==> config.mk <==
export PLATFORM = sky130hd
export DESIGN_NAME = clause_queue
export DESIGN_NICKNAME = d
export VERILOG_FILES = /design/src/rtl/clause_queue_pkg.sv /design/src/rtl/clq_ptr_ctrl.sv /design/src/rtl/clause_queue.sv
export SDC_FILE = /design/constraint.sdc
export NUM_CORES = 1
export LEC_CHECK = 0
export CAP_MARGIN = 20
export CORE_MARGIN = 3
export CORE_UTILIZATION = 50
export CTS_BUF_LIST = sky130_fd_sc_hd__clkbuf_8
export CTS_CLUSTER_SIZE = 10
export DETAILED_ROUTE_END_ITERATION = 7
export GPL_ROUTABILITY_DRIVEN = 0
export PLACE_DENSITY = 0.68
export SYNTH_ARGS = -nofsm -noshare
export SYNTH_HDL_FRONTEND = slang
export SYNTH_SLANG_ARGS = --single-unit
export TNS_END_PERCENT = 10
==> constraint.sdc <==
create_clock -name clk -period 4.7 [get_ports clk]
set_clock_uncertainty 0.15 [all_clocks]
set_input_delay 1.175 -clock clk [delete_from_list [all_inputs] [get_ports clk]]
set_output_delay 1.175 -clock clk [all_outputs]
set_load 0.05 [all_outputs]
==> src/rtl/clause_queue_pkg.sv <==
// clause_queue_pkg: clause type and queue sizing shared by the switch, arbiter, queue and engine.
package clause_queue_pkg;
   localparam int CLQ_DEPTH_DEFAULT = 16;
   typedef struct packed {
      logic [7:0]  id;
      logic [1:0]  kind;
      logic [21:0] lits;
   } cla_t;
endpackage

==> src/rtl/clq_ptr_ctrl.sv <==
// clq_ptr_ctrl: pointers, occupancy, status flags and sticky overflow for clause_queue.
module clq_ptr_ctrl #(
   parameter int DEPTH = 16,
   parameter int AF_THRESH = DEPTH - 4,
   parameter int CNT_W = $clog2(DEPTH) + 1,
   parameter int PTR_W = $clog2(DEPTH)
) (
   input  logic             clk,
   input  logic             rst_n,
   input  logic             push_req,
   input  logic             flush,
   input  logic             ready,
   output logic             wr_en,
   output logic [PTR_W-1:0] wr_ptr,
   output logic [PTR_W-1:0] rd_ptr,
   output logic [CNT_W-1:0] count,
   output logic             full,
   output logic             empty,
   output logic             almost_full,
   output logic             valid,
   output logic             overflow
);
   logic pop;
   // Flags come only from the registered count, so no input reaches an output combinationally.
   assign full        = count == CNT_W'(DEPTH);
   assign empty       = count == '0;
   assign valid       = !empty;
   assign almost_full = count >= CNT_W'(AF_THRESH);
   assign wr_en       = push_req && !full && !flush;
   assign pop         = ready && valid && !flush;
   always_ff @(posedge clk or negedge rst_n) begin
      if (!rst_n) begin
         wr_ptr   <= '0;
         rd_ptr   <= '0;
         count    <= '0;
         overflow <= 1'b0;
      end else begin
         overflow <= overflow | (push_req && full && !flush);
         if (flush) begin
            wr_ptr <= '0;
            rd_ptr <= '0;
            count  <= '0;
         end else begin
            wr_ptr <= wr_ptr + PTR_W'(wr_en);
            rd_ptr <= rd_ptr + PTR_W'(pop);
            count  <= count + CNT_W'(wr_en) - CNT_W'(pop);
         end
      end
   end
endmodule

==> src/rtl/clause_queue.sv <==
// clause_queue: show-ahead clause FIFO between the clause switch and the engine,
// with almost-full throttling, synchronous flush and sticky overflow.
module clause_queue
   import clause_queue_pkg::*;
#(
   parameter int DEPTH = CLQ_DEPTH_DEFAULT,
   parameter int AF_THRESH = DEPTH - 4,
   parameter int CNT_W = $clog2(DEPTH) + 1
) (
   input  logic             clk,
   input  logic             rst_n,
   input  logic [31:0]      sw2clq,
   input  logic             sw2clq_valid,
   input  logic             clq_flush,
   output logic [31:0]      clq2eng,
   output logic             clq2eng_valid,
   input  logic             eng2clq_ready,
   output logic             clq_almost_full,
   output logic             clq_full,
   output logic             clq_empty,
   output logic [CNT_W-1:0] clq_count,
   output logic             clq_overflow
);
   localparam int PTR_W = $clog2(DEPTH);
   cla_t             mem [DEPTH];
   logic             wr_en;
   logic [PTR_W-1:0] wr_ptr;
   logic [PTR_W-1:0] rd_ptr;
   clq_ptr_ctrl #(.DEPTH(DEPTH), .AF_THRESH(AF_THRESH), .CNT_W(CNT_W), .PTR_W(PTR_W)) u_ctrl (
      .clk         (clk),
      .rst_n       (rst_n),
      .push_req    (sw2clq_valid),
      .flush       (clq_flush),
      .ready       (eng2clq_ready),
      .wr_en       (wr_en),
      .wr_ptr      (wr_ptr),
      .rd_ptr      (rd_ptr),
      .count       (clq_count),
      .full        (clq_full),
      .empty       (clq_empty),
      .almost_full (clq_almost_full),
      .valid       (clq2eng_valid),
      .overflow    (clq_overflow)
   );
   // Storage carries no reset; stale entries are never visible because valid follows count.
   always_ff @(posedge clk) begin
      if (wr_en) mem[wr_ptr] <= cla_t'(sw2clq);
   end
   assign clq2eng = mem[rd_ptr];
endmodule
==> report_table.html, run 1 <==
<table>
<tr><th>Metric</th><th>Value</th></tr>
<tr><th colspan="2">STA</th></tr>
<tr><td>Min Clock Period, post-route</td><td>between 4000 and 5000 ps</td></tr>
<tr><td>Final hold slack</td><td>around 320 ps</td></tr>
<tr><td>Period utilization</td><td>0.967</td></tr>
<tr><td>Measured slew at the worst slew-check pin</td><td>690 ps</td></tr>
<tr><td>Final hold violation count</td><td>0</td></tr>
<tr><td>Setup-failing EPs final</td><td>0</td></tr>
<tr><td>Sum of negative setup slack</td><td>0 ps</td></tr>
<tr><td>Min setup slack post-route</td><td>157 ps</td></tr>
<tr><td>Achievable Freq</td><td>220 MHz</td></tr>
<tr><td>Unrepaired setup endpoints after global routing</td><td>false</td></tr>
<tr><td>Final Slew Violations</td><td>0</td></tr>
<tr><td>Relative slew margins</td><td>0.539</td></tr>
<tr><th colspan="2">Pwr</th></tr>
<tr><td>IR Drop Worst-Case VDD</td><td>0.000237 V</td></tr>
<tr><td>Comb pwr share</td><td>0.163</td></tr>
<tr><td>Pwr Density</td><td>445 mW/mm²</td></tr>
<tr><td>Leakage dissipation</td><td>0.00748 µW</td></tr>
<tr><td>Sw frac</td><td>0.262</td></tr>
<tr><td>Design internal power</td><td>around 7700 µW</td></tr>
<tr><td>Clock group share of total power</td><td>0.327</td></tr>
<tr><td>Power dissipated by switching net loads</td><td>2720 µW</td></tr>
<tr><td>Seq pwr share</td><td>0.510</td></tr>
<tr><th colspan="2">Critical path</th></tr>
<tr><td>Sort of element at the start of the critical path</td><td>register</td></tr>
<tr><td>Cell Chain, Critical Path</td><td>buf_12, mux4_2, a22oi_1, nand2_1, clkdlybuf4s50_1</td></tr>
<tr><td>Worst R2R End</td><td>u_ctrl.count[4]</td></tr>
<tr><td>Slowest stage cell, crit path</td><td>clkdlybuf4s50_1</td></tr>
<tr><td>CP endpoint kind</td><td>output pin</td></tr>
<tr><td>Count of cells along the worst register-to-register path</td><td>14</td></tr>
<tr><td>Delay contributed by the slowest stage of the critical path</td><td>around 720 ps</td></tr>
<tr><td>R2r setup slk</td><td>1470 ps</td></tr>
<tr><td>Worst path required time</td><td>approximately 3400 ps</td></tr>
<tr><td>Worst Path Class, Setup</td><td>register to output pin</td></tr>
<tr><td>Endpoint arrival time on the critical path</td><td>~3200 ps</td></tr>
<tr><td>Startpoint of the worst register-to-register path</td><td>u_ctrl.count[2]</td></tr>
<tr><td>Critical Path Fanout Max</td><td>38</td></tr>
<tr><th colspan="2">Clock network</th></tr>
<tr><td>Maximum level of the CTS H-tree</td><td>3</td></tr>
<tr><td>Clock Tree Root</td><td>clkbuf_8</td></tr>
<tr><td>Maximum clock insertion buffer count</td><td>3</td></tr>
<tr><td>Clock tree sinks</td><td>526</td></tr>
<tr><td>Clock latency on the worst-skew pair</td><td>620 ps</td></tr>
<tr><td>Clk slew on worst S/H paths</td><td>approximately 60 ps</td></tr>
<tr><td>Clock tree from TritonCTS</td><td>yes</td></tr>
<tr><td>Number of buffers created by CTS</td><td>83</td></tr>
<tr><th colspan="2">Global routing</th></tr>
<tr><td>Number of global-route vias before repair</td><td>around 10000</td></tr>
<tr><td>Maximum number of pins on one net before global-route repair</td><td>just under 80</td></tr>
<tr><td>Overflow left after global routing</td><td>0</td></tr>
<tr><td>Global-route wire length before repair</td><td>around 63000 µm</td></tr>
<tr><td>Overall track demand over capacity in global routing</td><td>0.207</td></tr>
<tr><td>Antenna violations before repair</td><td>2</td></tr>
<tr><th colspan="2">Synth</th></tr>
<tr><td>Fraction of the mapped netlist area in adder cells</td><td>0.00851</td></tr>
<tr><td>Top FF cell, synth</td><td>edfxtp_1</td></tr>
<tr><td>Post-synthesis compound-gate area fraction</td><td>0.0262</td></tr>
<tr><td>Post-synthesis mux area share</td><td>0.144</td></tr>
<tr><td>Register area share after synthesis</td><td>0.787</td></tr>
<tr><td>Parity-gate share of the synthesized area counting xor and xnor cells</td><td>0.00263</td></tr>
<tr><td>Top-area cell type share of the netlist area</td><td>0.769</td></tr>
<tr><td>Summed instance area of the synthesized netlist</td><td>0.0200 mm²</td></tr>
<tr><td>Cell types with the largest area share after synthesis</td><td>edfxtp_1, mux4_2, a22oi_1</td></tr>
<tr><td>Leading cell type by number of instances after synthesis</td><td>edfxtp_1</td></tr>
<tr><td>EDFF count, synth</td><td>between 500 and 600</td></tr>
<tr><td>Cell type with the largest total area after synthesis</td><td>edfxtp_1</td></tr>
<tr><td>Post-synthesis async set-or-reset flop share</td><td>0.0266</td></tr>
<tr><td>Flip-flop and latch count after synthesis</td><td>about 530</td></tr>
<tr><td>Distinct cell type count of the synthesized netlist</td><td>30</td></tr>
<tr><td>Synthesized netlist cell count</td><td>881</td></tr>
<tr><td>Share of synthesized cell area in and, or, nand and nor gates</td><td>0.0188</td></tr>
<tr><td>Average size of a mapped cell</td><td>roughly 23 µm²</td></tr>
<tr><td>Commonest cells in the synthesized netlist</td><td>edfxtp_1, mux4_2, a22oi_1</td></tr>
<tr><td>Dominant combinational cell family by area after synthesis</td><td>multiplexers</td></tr>
<tr><td>Yosys Warn Count</td><td>0</td></tr>
<tr><td>Net count after synthesis</td><td>931</td></tr>
<tr><th colspan="2">Min path</th></tr>
<tr><td>Instance count along the most critical hold path</td><td>1</td></tr>
<tr><td>Hold Crit Start</td><td>u_ctrl.overflow</td></tr>
<tr><td>Worst-case hold path end point</td><td>u_ctrl.overflow</td></tr>
<tr><td>Class of the worst hold path</td><td>register to register</td></tr>
<tr><th colspan="2">Layout</th></tr>
<tr><td>Fraction of layout cells with a size suffix above 1</td><td>0.273</td></tr>
<tr><td>Combined area of the multi-input logic cells</td><td>roughly 0.0041 mm²</td></tr>
<tr><td>Number of fill cells</td><td>roughly 2800</td></tr>
<tr><td>Growth of design area from synthesis to finish</td><td>16.5%</td></tr>
<tr><td>Sequential Area</td><td>about 0.016 mm²</td></tr>
<tr><td>Number of inserted diodes</td><td>0</td></tr>
<tr><td>Post-layout nets</td><td>approximately 1100</td></tr>
<tr><th colspan="2">Job</th></tr>
<tr><td>Number of violations of the max-capacitance limit</td><td>0</td></tr>
<tr><th colspan="2">Placed design</th></tr>
<tr><td>Post-DP HPWL</td><td>roughly 23000 µm</td></tr>
<tr><td>Quantity of I/O buffers inserted on ports</td><td>about 80</td></tr>
<tr><td>Setup slack at placement</td><td>between 700 and 800 ps</td></tr>
<tr><th colspan="2">Die</th></tr>
<tr><td>Initial core utilization</td><td>0.511</td></tr>
<tr><td>Io pins</td><td>79</td></tr>
<tr><td>Die Wd</td><td>between 200 and 250 µm</td></tr>
<tr><td>Core outline area</td><td>slightly below 0.04 mm²</td></tr>
<tr><td>Die boundary height</td><td>206 µm</td></tr>
<tr><td>Num rows</td><td>just over 70</td></tr>
<tr><td>Die Footprint</td><td>0.0424 mm²</td></tr>
<tr><th colspan="2">Routing</th></tr>
<tr><td>Antenna-violating nets left</td><td>0</td></tr>
<tr><td>Number of iterations in the first detailed-routing pass</td><td>5</td></tr>
<tr><td>Vias post-DR</td><td>approximately 9400</td></tr>
<tr><td>Routed vias/inst</td><td>about 5.8</td></tr>
<tr><td>Routed WL per cell</td><td>25.9 µm</td></tr>
<tr><td>Detailed-route DRC error count</td><td>0</td></tr>
<tr><td>Total Wirelength</td><td>between 40000 and 50000 µm</td></tr>
<tr><td>Iteration-0 DRC Markers</td><td>900</td></tr>
<tr><th colspan="2">Status</th></tr>
<tr><td>Status</td><td>finished clean</td></tr>
</table>
==> stage by stage <==
step | utilization | power [µW] | area [µm²] | instances
final | 0.596 | 10400 | 23300 | 1624
after floorplan | - | 6590 | 20000 | 881
after CTS | 0.595 | 10500 | 23300 | 1624
after detailed placement | 0.558 | 7100 | 21800 | 1477
after global placement | 0.558 | 7090 | 21800 | 1477
after global routing | 0.596 | 10800 | 23300 | 1624
==> worst max path at each step <==
stage / to / slack (ps) / depth (start not counted) / start
2_1_floorplan: mem[2][0] / 10 / 6 / u_ctrl.count[2]
3_3_place_gp: clq2eng[28] / 730 / 5 / u_ctrl.rd_ptr[0]
3_5_place_dp: clq2eng[28] / 740 / 5 / u_ctrl.rd_ptr[0]
4_1_cts: clq2eng[28] / 60 / 5 / u_ctrl.rd_ptr[0]
5_1_grt: clq2eng[10] / 2 / 5 / u_ctrl.rd_ptr[0]
6_report: clq2eng[20] / 160 / 5 / u_ctrl.rd_ptr[0]
==> cell type report <==
cell class                 instances  area share
clock buffer                      85      0.0502
multi-input combinational        299       0.178
sequential                       526       0.675
clock inverter                    62      0.0118
tap                              518      0.0278
timing repair buffer             123      0.0552
inverter                          11     0.00177
==> power by group through the flow <==
| stage | clock network (µW) | registers [µW] | logic, µW |
|---|---|---|---|
| 6_report | 3390 | 5290 | 1690 |
| 2_1_floorplan | 0 | 5430 | 1160 |
| 5_1_grt | 3710 | 5300 | 1810 |
| 4_1_cts | 3480 | 5290 | 1720 |
| 3_5_place_dp | 0 | 5390 | 1720 |
| 3_3_place_gp | 0 | 5380 | 1710 |
==> registers in the layout (all words and copies together), names as in the netlist <==
| name | cells |
|---|---|
| u_ctrl.overflow | 1 |
| u_ctrl.count | 5 |
| u_ctrl.wr_ptr | 4 |
| mem | 512 |
| u_ctrl.rd_ptr | 4 |
==> layer usage <==
metal,track usage,wire [µm],share of wire,up-vias
met5,0,26,0.00062,-
met4,0.0608,771,0.018,4
met3,0.0474,3050,0.073,62
met2,0.327,20900,0.50,327
met1,0.294,17300,0.41,5005
li1,-,-,-,4050
==> layout by cell type, fill, tap and decap left out, types with 17 or more instances in the layout <==
master	count
a22oi_1	64
buf_4	34
inv_1	37
clkdlybuf4s50_1	66
nand2_1	34
clkinv_1	17
mux4_2	128
clkbuf_8	85
edfxtp_1	512
==> cell families (layout without fill, tap and decap cells) <==
kind of cell             Yosys count  count (layout)
flip-flops                       526             526
AO/OA/AOI/OAI                     70              70
XOR/XNOR                           6               6
AND/OR/NAND/NOR                   82              82
adder cells (fa/ha/maj)           13              13
buffers and inverters             56             281
multiplexers                     128             128
==> timing repair <==
item / in CTS / in global routing
setup buffers: 0 / 0
resized for setup: 0 / 12
hold buffers: 0 / 0
endpoints found under the setup margin: 0 / 12
==> critical path: cells and delay by family (launching register included) <==
| kind | cells | cell delay [ps] |
|---|---|---|
| AO/OA/AOI/OAI | 1 | 200 |
| buffers and inverters | 2 | 1060 |
| flip-flops | 1 | 630 |
| multiplexers | 1 | 560 |
| AND/OR/NAND/NOR | 1 | 120 |
Power figures use the tool's default switching activity.
==> run 2, diff against run 1 <==
MAX_ROUTING_LAYER = met4   (was unset)
RECOVER_POWER = 100   (was unset)
SYNTH_HIERARCHICAL = 1   (was unset)
==> run 2 against run 1 <==
  * The run now ends with max-capacitance violations, max-slew violations left
  * Sequential power about the same
  * Utilization fell by 0.23 points
  * Total power increased by 1.1%
  * Critical path depth stayed put
  * Routed wire length is 0.28% lower
  * Critical path type unchanged
  * Largest power group unchanged
==> report_table.html, run 2 <==
<table>
<tr><th>Metric</th><th>Value</th></tr>
<tr><th colspan="2">Routing</th></tr>
<tr><td>Vias post-DR</td><td>approximately 9500</td></tr>
<tr><td>Antenna-violating nets left</td><td>0</td></tr>
<tr><td>Detailed-route DRC error count</td><td>0</td></tr>
<tr><td>Total Wirelength</td><td>about 42000 µm</td></tr>
<tr><td>Routed WL per cell</td><td>~26 µm</td></tr>
<tr><td>Routed vias/inst</td><td>5.80</td></tr>
<tr><td>Number of iterations in the first detailed-routing pass</td><td>5</td></tr>
<tr><td>Iteration-0 DRC Markers</td><td>about 850</td></tr>
<tr><th colspan="2">STA</th></tr>
<tr><td>Achievable Freq</td><td>220 MHz</td></tr>
<tr><td>Final hold violation count</td><td>0</td></tr>
<tr><td>Setup-failing EPs final</td><td>0</td></tr>
<tr><td>Period utilization</td><td>0.965</td></tr>
<tr><td>Relative slew margins</td><td>-0.0433</td></tr>
<tr><td>Unrepaired setup endpoints after global routing</td><td>false</td></tr>
<tr><td>Measured slew at the worst slew-check pin</td><td>approximately 1600 ps</td></tr>
<tr><td>Final hold slack</td><td>roughly 340 ps</td></tr>
<tr><td>Min Clock Period, post-route</td><td>~4500 ps</td></tr>
<tr><td>Sum of negative setup slack</td><td>0 ps</td></tr>
<tr><td>Final Slew Violations</td><td>37</td></tr>
<tr><td>Min setup slack post-route</td><td>around 160 ps</td></tr>
<tr><th colspan="2">Clock network</th></tr>
<tr><td>Maximum level of the CTS H-tree</td><td>3</td></tr>
<tr><td>Clock latency on the worst-skew pair</td><td>between 600 and 700 ps</td></tr>
<tr><td>Clock tree sinks</td><td>~530</td></tr>
<tr><td>Clock Tree Root</td><td>clkbuf_8</td></tr>
<tr><td>Number of buffers created by CTS</td><td>between 80 and 90</td></tr>
<tr><td>Clk slew on worst S/H paths</td><td>~60 ps</td></tr>
<tr><td>Clock tree from TritonCTS</td><td>yes</td></tr>
<tr><td>Maximum clock insertion buffer count</td><td>3</td></tr>
<tr><td>Number of buffers inserted by hold repair at cts</td><td>0</td></tr>
<tr><th colspan="2">Pwr</th></tr>
<tr><td>Power dissipated by switching net loads</td><td>around 2700 µW</td></tr>
<tr><td>IR Drop Worst-Case VDD</td><td>~0.00033 V</td></tr>
<tr><td>Comb pwr share</td><td>0.160</td></tr>
<tr><td>Clock group share of total power</td><td>0.334</td></tr>
<tr><td>Sw frac</td><td>0.257</td></tr>
<tr><td>Pwr Density</td><td>about 450 mW/mm²</td></tr>
<tr><td>Seq pwr share</td><td>0.506</td></tr>
<tr><td>Design internal power</td><td>approximately 7800 µW</td></tr>
<tr><td>Leakage dissipation</td><td>between 0.007 and 0.008 µW</td></tr>
<tr><th colspan="2">Synth</th></tr>
<tr><td>Parity-gate share of the synthesized area counting xor and xnor cells</td><td>0.00219</td></tr>
<tr><td>Share of synthesized cell area in and, or, nand and nor gates</td><td>0.0205</td></tr>
<tr><td>Commonest cells in the synthesized netlist</td><td>edfxtp_1, mux4_2, a22oi_1</td></tr>
<tr><td>Post-synthesis async set-or-reset flop share</td><td>0.0266</td></tr>
<tr><td>Leading cell type by number of instances after synthesis</td><td>edfxtp_1</td></tr>
<tr><td>Cell types with the largest area share after synthesis</td><td>edfxtp_1, mux4_2, a22oi_1</td></tr>
<tr><td>Yosys Warn Count</td><td>6</td></tr>
<tr><td>Net count after synthesis</td><td>a little over 900</td></tr>
<tr><td>Top FF cell, synth</td><td>edfxtp_1</td></tr>
<tr><td>Top-area cell type share of the netlist area</td><td>0.767</td></tr>
<tr><td>Register area share after synthesis</td><td>0.785</td></tr>
<tr><td>Distinct cell type count of the synthesized netlist</td><td>32</td></tr>
<tr><td>Synthesized netlist cell count</td><td>~880</td></tr>
<tr><td>Post-synthesis mux area share</td><td>0.144</td></tr>
<tr><td>Fraction of the mapped netlist area in adder cells</td><td>0.00849</td></tr>
<tr><td>EDFF count, synth</td><td>approximately 500</td></tr>
<tr><td>Average size of a mapped cell</td><td>22.7 µm²</td></tr>
<tr><td>Cell type with the largest total area after synthesis</td><td>edfxtp_1</td></tr>
<tr><td>Post-synthesis compound-gate area fraction</td><td>0.0262</td></tr>
<tr><td>Flip-flop and latch count after synthesis</td><td>between 500 and 600</td></tr>
<tr><td>Dominant combinational cell family by area after synthesis</td><td>multiplexers</td></tr>
<tr><td>Summed instance area of the synthesized netlist</td><td>0.0200 mm²</td></tr>
<tr><th colspan="2">Layout</th></tr>
<tr><td>Number of fill cells</td><td>2854</td></tr>
<tr><td>Fraction of layout cells with a size suffix above 1</td><td>0.250</td></tr>
<tr><td>Commonest cells after routing, fill and taps aside</td><td>edfxtp_1, mux4_2, clkbuf_8</td></tr>
<tr><td>Most common cell after layout, fill and taps aside</td><td>edfxtp_1</td></tr>
<tr><td>Register with the highest flop count</td><td>mem</td></tr>
<tr><td>Growth of design area from synthesis to finish</td><td>15.8%</td></tr>
<tr><td>Largest register FFs</td><td>slightly above 500</td></tr>
<tr><td>Post-layout nets</td><td>approximately 1100</td></tr>
<tr><td>Largest registers</td><td>mem: 512 flops, u_ctrl/count: 5 flops</td></tr>
<tr><td>Combined area of the multi-input logic cells</td><td>0.00413 mm²</td></tr>
<tr><td>Sequential Area</td><td>0.0157 mm²</td></tr>
<tr><th colspan="2">Placed design</th></tr>
<tr><td>Setup slack at placement</td><td>564 ps</td></tr>
<tr><td>Post-DP HPWL</td><td>approximately 22000 µm</td></tr>
<tr><td>Quantity of I/O buffers inserted on ports</td><td>78</td></tr>
<tr><th colspan="2">Die</th></tr>
<tr><td>Io pins</td><td>just under 80</td></tr>
<tr><td>Num rows</td><td>a little over 70</td></tr>
<tr><td>Core outline area</td><td>0.0391 mm²</td></tr>
<tr><td>Die boundary height</td><td>a little over 200 µm</td></tr>
<tr><td>Die Footprint</td><td>approximately 0.043 mm²</td></tr>
<tr><td>Die Wd</td><td>206 µm</td></tr>
<tr><td>Initial core utilization</td><td>0.512</td></tr>
<tr><th colspan="2">Global routing</th></tr>
<tr><td>Maximum number of pins on one net before global-route repair</td><td>53</td></tr>
<tr><td>Overflow left after global routing</td><td>0</td></tr>
<tr><td>Global-route wire length before repair</td><td>around 63000 µm</td></tr>
<tr><td>Overall track demand over capacity in global routing</td><td>0.211</td></tr>
<tr><td>Antenna violations before repair</td><td>2</td></tr>
<tr><td>Number of global-route vias before repair</td><td>about 10000</td></tr>
<tr><th colspan="2">Critical path</th></tr>
<tr><td>Sort of element at the start of the critical path</td><td>register</td></tr>
<tr><td>Endpoint arrival time on the critical path</td><td>between 3000 and 4000 ps</td></tr>
<tr><td>Worst Path Class, Setup</td><td>register to output pin</td></tr>
<tr><td>R2r setup slk</td><td>around 900 ps</td></tr>
<tr><td>Critical Path Fanout Max</td><td>12</td></tr>
<tr><td>Worst path required time</td><td>about 3400 ps</td></tr>
<tr><td>CP endpoint kind</td><td>output pin</td></tr>
<tr><th colspan="2">Status</th></tr>
<tr><td>Violated checks</td><td>max-capacitance violations, max-slew violations</td></tr>
<tr><td>Status</td><td>finished with violations</td></tr>
<tr><th colspan="2">Min path</th></tr>
<tr><td>Class of the worst hold path</td><td>register to register</td></tr>
<tr><th colspan="2">Job</th></tr>
<tr><td>Number of violations of the max-capacitance limit</td><td>2</td></tr>
</table>
[run 2: cell count changes after synthesis, moves of 2 or more]
| cell | delta |
|---|---|
| nor3_1 | -2 |
| clkbuf_1 | -2 |
| inv_1 | -2 |
| buf_2 | -4 |
| nor2b_1 | +2 |
| buf_4 | +3 |
[run 2: timing repair]
item / CTS / global route
gates resized for setup: 1 / 9
setup endpoints to repair: 22 / 12
buffers inserted: 1 / 0
endpoints found under the hold margin: 0 / 0
[run 2: layer usage]
layer  track usage  wire [µm]
met1         0.290      17600
met2         0.332      20800
met3        0.0389       2700
met4        0.0596        877
met5             -          0
[run 2: final cells by class]
cell class | count | area share
Sequential cell | 526 | 0.678
Multi-Input combinational cell | 302 | 0.178
Antenna cell | 2 | 0.000216
Inverter | 10 | 0.00162
Timing Repair Buffer | 124 | 0.0493
Tap cell | 518 | 0.0279
Clock buffer | 85 | 0.0504
Clock inverter | 63 | 0.0143
[run 2: worst paths after layout]
check | from | endpoint | cells past startpoint
max in group asynchronous | rst_n | u_ctrl/rd_ptr[1] | 1
worst min register to register | u_ctrl/overflow | u_ctrl/overflow | 1
worst max-delay path | u_ctrl/rd_ptr[0] | clq2eng[0] | 5
worst min-delay path | u_ctrl/overflow | u_ctrl/overflow | 1
worst max register to register | u_ctrl/count[2] | mem[10][30] | 8
min in group asynchronous | rst_n | u_ctrl/count[4] | 1
[run 2: cells by family (layout without fill, tap and decap cells)]
family | count (synthesis) | count (layout)
AND/OR/NAND/NOR | 85 | 85
adder cells (fa/ha/maj) | 13 | 13
XOR/XNOR | 5 | 5
flip-flops | 526 | 526
AO/OA/AOI/OAI | 70 | 70
multiplexers | 129 | 129
buffers and inverters | 54 | 282
other | 0 | 2
[run 2: stage by stage]
stage | cells | util | instance area, µm² | power [µW]
floorplan | 882 | - | 20000 | 6630
CTS | 1628 | 0.598 | 23400 | 10700
detailed placement | 1479 | 0.559 | 21900 | 7140
global route | 1629 | 0.593 | 23200 | 10900
finish | 1630 | 0.593 | 23200 | 10500
global placement | 1479 | 0.559 | 21900 | 7120
[run 2: power groups by stage]
stage | registers (µW) | logic (µW) | clock network (µW)
after global routing | 5310 | 1800 | 3810
after floorplan | 5430 | 1190 | 0
final | 5310 | 1680 | 3500
after detailed placement | 5410 | 1720 | 0
after global placement | 5410 | 1710 | 0
after CTS | 5310 | 1760 | 3600
[run 2: worst max-delay path, cell delays in order (launching register included)]
cell             delay, ps
dfrtp_4                660
buf_4                  300
mux4_2                 550
a22oi_1                190
nand2_1                160
clkdlybuf4s50_1        740
